==> src/rtl/carry_sum_stage.sv <==
// Final stage of the parallel-prefix adder: resolves group carry-ins from the
// prefix tree output, ripples within each group and registers sum and flags.
module carry_sum_stage #(
    parameter int WIDTH  = 32,
    parameter int GROUP  = 4,
    parameter int NGROUP = WIDTH / GROUP
) (
    input  logic                  clk,
    input  logic                  rst,
    input  logic                  in_valid,
    output logic                  in_ready,
    input  logic [WIDTH-1:0]      bit_p,
    input  logic [WIDTH-1:0]      bit_g,
    input  logic [2*NGROUP-1:0]   grp_gp,
    input  logic                  cin,
    output logic                  out_valid,
    input  logic                  out_ready,
    output logic [WIDTH-1:0]      sum,
    output logic                  cout,
    output logic                  ovf,
    output logic                  zero
);

    logic              s1_valid;
    logic [WIDTH-1:0]  s1_p;
    logic [WIDTH-1:0]  s1_g;
    logic [NGROUP-1:0] s1_cgrp;
    logic              s1_cfinal;
    logic              s2_valid;

    // Elastic handshake: a stage advances when it is empty or the stage after
    // it advances; a transfer happens on an edge where valid && ready, so
    // in_ready depends only on registered valids and out_ready.
    logic s1_advance;
    logic s2_advance;
    assign s2_advance = ~s2_valid | out_ready;
    assign s1_advance = ~s1_valid | s2_advance;
    assign in_ready   = s1_advance;
    assign out_valid  = s2_valid;

    // Group prefix pairs exclude cin, so fold it in here.
    logic [NGROUP-1:0] c_grp_n;
    logic              c_final_n;
    always_comb begin
        c_grp_n    = '0;
        c_grp_n[0] = cin;
        for (int i = 1; i < NGROUP; i++) begin
            c_grp_n[i] = grp_gp[2*i-1] | (grp_gp[2*i-2] & cin);
        end
        c_final_n = grp_gp[2*NGROUP-1] | (grp_gp[2*NGROUP-2] & cin);
    end

    always_ff @(posedge clk or posedge rst) begin
        if (rst) begin
            s1_valid  <= 1'b0;
            s1_p      <= '0;
            s1_g      <= '0;
            s1_cgrp   <= '0;
            s1_cfinal <= 1'b0;
        end else if (s1_advance) begin
            s1_valid <= in_valid;
            if (in_valid) begin
                s1_p      <= bit_p;
                s1_g      <= bit_g;
                s1_cgrp   <= c_grp_n;
                s1_cfinal <= c_final_n;
            end
        end
    end

    // Intra-group ripple; msb_c is the carry into the sign bit for overflow.
    logic [WIDTH-1:0] sum_n;
    logic             msb_c;
    logic             ripple_c;
    always_comb begin
        sum_n    = '0;
        msb_c    = 1'b0;
        ripple_c = 1'b0;
        for (int i = 0; i < NGROUP; i++) begin
            ripple_c = s1_cgrp[i];
            for (int j = 0; j < GROUP; j++) begin
                sum_n[GROUP*i+j] = s1_p[GROUP*i+j] ^ ripple_c;
                if (GROUP*i+j == WIDTH-1) begin
                    msb_c = ripple_c;
                end
                ripple_c = s1_g[GROUP*i+j] | (s1_p[GROUP*i+j] & ripple_c);
            end
        end
    end

    always_ff @(posedge clk or posedge rst) begin
        if (rst) begin
            s2_valid <= 1'b0;
            sum      <= '0;
            cout     <= 1'b0;
            ovf      <= 1'b0;
            zero     <= 1'b0;
        end else if (s2_advance) begin
            s2_valid <= s1_valid;
            if (s1_valid) begin
                sum  <= sum_n;
                cout <= s1_cfinal;
                ovf  <= msb_c ^ s1_cfinal;
                zero <= ~|sum_n;
            end
        end
    end

endmodule
==> config.mk <==
export PLATFORM = sky130hd
export DESIGN_NAME = carry_sum_stage
export DESIGN_NICKNAME = d
export VERILOG_FILES = /design/src/rtl/carry_sum_stage.sv
export SDC_FILE = /design/constraint.sdc
export NUM_CORES = 1
export LEC_CHECK = 0
export BUFFER_PORTS_ARGS = -buffer_cell sky130_fd_sc_hd__buf_2
export CORE_AREA = 2 2 167 87
export CTS_CLUSTER_DIAMETER = 100
export DETAILED_ROUTE_END_ITERATION = 16
export DIE_AREA = 0 0 169 89
export HOLD_SLACK_MARGIN = 0.1
export PLACE_DENSITY = 0.57
export RECOVER_POWER = 50
export SYNTH_ARGS = -nofsm -noshare
export SYNTH_HDL_FRONTEND = slang
export SYNTH_SLANG_ARGS = --single-unit
==> constraint.sdc <==
create_clock -name clk -period 4.9 [get_ports clk]
set_input_delay 0.98 -clock clk [delete_from_list [all_inputs] [get_ports clk]]
set_output_delay 0.98 -clock clk [all_outputs]
set_load 0.01 [all_outputs]
==> results of run 1 <==
[flip-flops by register name, summed over array words and instances, names as in the netlist, 8 cells and up]
name     cells
s1_cgrp      8
sum         32
s1_g        24
s1_p        32
[worst min-delay path, cell delays in order, from the launching register on]
cell and delay [ns]:
dfrtp_1 0.34, nand2_1 0.05, o21ai_0 0.06
[layout make-up]
type	count	area [um^2]
Fill cell	1306	7930
Sequential cell	102	2550
Multi-Input combinational cell	191	1940
Timing Repair Buffer	114	528
Clock buffer	12	246
Tap cell	176	220
Clock inverter	2	10.0
Inverter	1	5.00
[kinds of logic after synthesis]
logic type | after synthesis | share of synthesized area [%]
fa+ha+maj | 24 | 6.40
compound gates | 18 | 2.03
simple gates | 50 | 6.43
xor+xnor | 9 | 1.68
mux | 90 | 25.6
flops | 102 | 54.4
buf+inv | 12 | 3.49
[layout by cell type, fill, tap and decap left out, types with 2 or more instances in the layout]
| cell type | instances |
|---|---|
| mux2_4 | 50 |
| nor2_1 | 7 |
| clkinv_2 | 2 |
| mux2_2 | 40 |
| or2_2 | 16 |
| nor4_1 | 8 |
| dfrtp_1 | 102 |
| nand2b_1 | 3 |
| ha_1 | 24 |
| clkbuf_1 | 38 |
| xnor2_1 | 8 |
| buf_2 | 77 |
| clkbuf_16 | 9 |
| a21oi_1 | 8 |
| nand2_1 | 11 |
| o21ai_0 | 9 |
[stage by stage]
step | util [%] | instances | hold WS [ns] | area, um^2 | power [uW]
CTS | 41.6 | 598 | 0.480 | 5590 | 2540
finish | 41.0 | 598 | 0.482 | 5510 | 2470
detailed placement | 39.7 | 584 | 0.465 | 5330 | 1880
global route | 41.0 | 598 | 0.513 | 5510 | 2630
floorplan | - | 305 | 0.453 | 4690 | 1620
global placement | 39.7 | 584 | 0.470 | 5330 | 1870
[per-layer routing]
metal  GRT usage [%]  part of all wire, %  vias up
met5               0                    0        -
met4            3.26                 0.91        0
met3            3.41                  2.8        7
met2            21.9                   47       42
met1            17.9                   50     1334
li1                -                    -     1308
[worst max path at each step]
stage	from	to	cells after the start
final	out_ready	s1_cgrp[0]	4
after global routing	rst	sum[22]	3
after CTS	s1_p[4]	zero	9
after detailed placement	s1_p[4]	zero	9
after global placement	s1_p[4]	zero	9
after floorplan	rst	cout	1
[report_power, final]
| part | internal (uW) | total (uW) | switching (uW) |
|---|---|---|---|
| clock network | 352 | 650 | 298 |
| registers | 1040 | 1160 | 112 |
| logic | 355 | 667 | 312 |
| total | 1750 | 2470 | 722 |
==> flow_metrics.tcl, run 1 <==
set metrics [dict create \
    place_ws_ns 2.23 \
    holdPathStages 2 \
    cts_resized 0 \
    place_congestion 0.723 \
    path_clk_slew_ns 0.07 \
    yosysWarnings 0 \
    nNetsFinal 528 \
    cpPeakStageDelay_ns 1.54 \
    numCtsBuffers 9 \
    hold_path_class "reg2reg" \
    synth_flop_cell "dfrtp_1" \
    vdd_drop_max_mv 0.168 \
    track_usage_pct 13.3 \
    areaGrowthSynthToFinish_pct 17.3 \
    clock_path_buffers 2 \
    end_kind "flip-flop" \
    async_reset_ff_share_pct 100 \
    critPathKind "in2reg" \
    ctsHoldBuffers 0 \
    crit_buf_inv 1 \
    io_buffer_count 113 \
    yosysTopAreaCell "dfrtp_1" \
    firstDrtPassIters 4 \
    grt_max_degree 74 \
    netlist_top_cells_count "dfrtp_1 (102), mux2_4 (50), mux2_2 (40)" \
    synthesis.nets 414 \
    drt_iter0_drc 81 \
    die_h_um 89 \
    tns_ns 0 \
    r2r_slack_ns 2.21 \
    timing.clock.skew_ns 0.00772 \
    antenna_found_initial 0 \
    slew_violations 175 \
    clk_latency_ns 0.34 \
    clkSinkCount 102 \
    antenna_left 0 \
    layout_min_cycle_time_ns 3.11 \
    fin_crit_sh_pct 63.6 \
    syn-cell-area_um2 4690 \
    rsz0062_at_grt "false" \
    rows 30 \
    dp_hpwl_mm 6.71 \
    cp.required_ns 5.12 \
    initial_utilization_pct 34.9 \
    fmax_mhz 321 \
    min-delay-start "s1_cgrp[2]" \
    crit_fanout 73 \
    yosysMostFrequentCell "dfrtp_1" \
    hold_end "s1_cgrp[2]" \
    synth-edff-count 0 \
    vias_per_cell 4.50 \
    worst_pin_slew_ns 2.72 \
    path_cells "buf_2 > nand3b_1 > nand2_2 > mux2_2" \
    synthTopCellsByArea "dfrtp_1 (54%), mux2_4 (16%), mux2_2 (9.6%)" \
    r2r-start "s1_p[12]" \
    ios 122 \
    synth_top_area_share_pct 54.4 \
    cts.htree.levels 3 \
    cts_setup_buffers 0 \
    cts_tree "built" \
    ys_seq_area_share_pct 54.4 \
    wl_mm 9.55 \
    die_area_um2 15000 \
    coreArea_um2 13400 \
    hold_violations 0 \
    die_w_um 169 \
    arrival_ns 3.33 \
    drc_errors 0 \
    r2r-end "zero" \
    drive_gt1_share_pct 47.2 \
    setup_viol 0 \
    grt_pass1_wl_mm 15.2 \
    synth_cell_types 26 \
    gr-total-overflow 0 \
    outcome "finished, violations left" \
    p_leak_uw 0.00259 \
    clockRootBuffer "clkbuf_16" \
    violations "capacitance limit, slew limit" \
    wl_per_cell_um 16.0 \
    layout_setup_ws_ns 1.79 \
    max_cap_violations 3 \
    startpoint_type "input port" \
    diodes 0 \
    power.density_nw_per_um2 449 \
    vias 2691 \
    worst_path_max_delay_cell "nand2_2" \
    synth.avg_cell_area_um2 15.4 \
    path_delay_family "simple AND/OR/NAND/NOR gates" \
    grt_pass1_vias 2817 \
    ys_ff_latch 102 \
    worst_slew_margin_rel_pct -82.5 \
    r2r.worst_path.cells 9 \
    syn_inst 305 \
]
Note: power is estimated with default switching activity, not from simulation.
==> run 2: changes to the inputs <==
==> constraint.sdc (replaced) <==
create_clock -name clk -period 2.95 [get_ports clk]
set_input_delay 0.59 -clock clk [delete_from_list [all_inputs] [get_ports clk]]
set_output_delay 0.59 -clock clk [all_outputs]
set_load 0.01 [all_outputs]
==> run 2 against run 1 <==
Against the previous run: the run ends with capacitance limit left; routed wire length down 1.1%; worst setup slack worse by 1.4 ns; register-to-register slack worse by 1.9 ns; utilization up 0.83 points; flip-flop and latch count is the same; critical path type is now reg2reg.
==> flow_metrics.tcl, run 2 (synthesis results as in run 1) <==
set metrics [dict create \
    firstDrtPassIters 4 \
    grt_pass1_vias 2881 \
    place_congestion 0.715 \
    drt_iter0_drc 41 \
    seq_area_um2 2550 \
    slew_violations 0 \
    hold_violations 0 \
    clock_path_buffers 2 \
    track_usage_pct 13.2 \
    rsz0062_at_grt "false" \
    vias_per_cell 4.50 \
    setup_viol 0 \
    clk_latency_ns 0.34 \
    fillCellCount 1282 \
    dp_hpwl_mm 6.79 \
    cp.required_ns 3.23 \
    ios 122 \
    gr-total-overflow 0 \
    hold_path_class "in2reg" \
    die_h_um 89 \
    worst_pin_slew_ns 1.46 \
    rows 30 \
    cpPeakStageDelay_ns 0.41 \
    timing.clock.skew_ns 0.00651 \
    whs_ns 0.478 \
    wl_per_cell_um 15.7 \
    worst_slew_margin_rel_pct 2.31 \
    cts_tree "built" \
    top_regs "s1_p x32, sum x32, s1_g x24" \
    cts.htree.levels 3 \
    grt_pass1_wl_mm 14.9 \
    diodes 0 \
    numCtsBuffers 9 \
    ctsHoldBuffers 0 \
    power.density_nw_per_um2 760 \
    critPathKind "reg2reg" \
    vias 2714 \
    p_leak_uw 0.00269 \
    cts_resized 0 \
    areaGrowthSynthToFinish_pct 19.7 \
    max_cap_violations 1 \
    final_cell_mix "dfrtp_1 (102), buf_2 (97), mux2_4 (50), mux2_2 (40), ha_1 (24)" \
    final_common_cell "dfrtp_1" \
    layout_setup_ws_ns 0.358 \
    nNetsFinal 532 \
    clkSinkCount 102 \
    grt_max_degree 74 \
    antenna_left 0 \
    initial_utilization_pct 34.9 \
    clockRootBuffer "clkbuf_16" \
    startpoint_type "flip-flop" \
    worst_path_max_delay_cell "nor4_1" \
    total_power_uw 4270 \
    place_ws_ns 0.307 \
    end_kind "flip-flop" \
    drc_errors 0 \
    outcome "finished, violations left" \
    fin_crit_sh_pct 87.9 \
    wl_mm 9.44 \
    antenna_found_initial 0 \
    path_delay_family "simple AND/OR/NAND/NOR gates" \
    fmax_mhz 386 \
    violations "capacitance limit" \
    cts_setup_buffers 0 \
    multi_input_area_um2 1960 \
    drive_gt1_share_pct 52.5 \
    vdd_drop_max_mv 0.240 \
    crit_fanout 2 \
    crit_top_cell "ha_1" \
    die_w_um 169 \
    tns_ns 0 \
    die_area_um2 15000 \
    arrival_ns 2.87 \
    path_clk_slew_ns 0.07 \
    layout_min_cycle_time_ns 2.59 \
    coreArea_um2 13400 \
    io_buffer_count 113 \
    path_cells "ha_1 > or2_2 > ha_1 > or2_2 > ha_1 > nor4_1 > nand4_1 > nor3_1 > a32o_1" \
    crit_buf_inv 0 \
]
[run 2: area by class of cell]
cell class / count / share of cell area, %
inverter: 1 / 0.0891
timing repair buffer: 118 / 10.2
multi-input combinational: 191 / 35.0
tap: 176 / 3.92
clock buffer: 10 / 4.08
sequential: 102 / 45.4
clock inverter: 5 / 1.34
[run 2: through the flow]
step | util [%] | std cells | instance area (um^2)
2_1_floorplan | - | 305 | 4700
3_3_place_gp | 40.0 | 588 | 5370
3_5_place_dp | 40.0 | 588 | 5370
4_1_cts | 42.2 | 603 | 5680
5_1_grt | 41.8 | 603 | 5620
6_report | 41.8 | 603 | 5620
[run 2: worst paths after layout]
| check | start | end | slack [ns] | depth (start not counted) |
|---|---|---|---|---|
| max | s1_p[12] | zero | 0.36 | 9 |
| min | bit_p[15] | s1_p[15] | 0.48 | 2 |
| max reg2reg | s1_p[12] | zero | 0.36 | 9 |
| min reg2reg | ovf | ovf | 0.49 | 2 |
| max in group asynchronous | rst | sum[23] | 0.88 | 3 |
| min in group asynchronous | rst | s1_g[8] | 0.57 | 2 |
[run 2: routing by layer]
metal | global-route usage [%] | share of wire [%] | up-vias
met3 | 3.28 | 3.0 | 5
met5 | 0 | 0 | -
met2 | 21.2 | 47 | 37
met4 | 3.96 | 0.74 | 0
met1 | 17.8 | 49 | 1364
li1 | - | - | 1308
[run 2: report_power, final]
part	leakage (uW)	internal (uW)	switching [uW]
logic	0.00135	606	517
clock network	0.000152	735	492
registers	0.00119	1730	186
total	0.00269	3080	1190
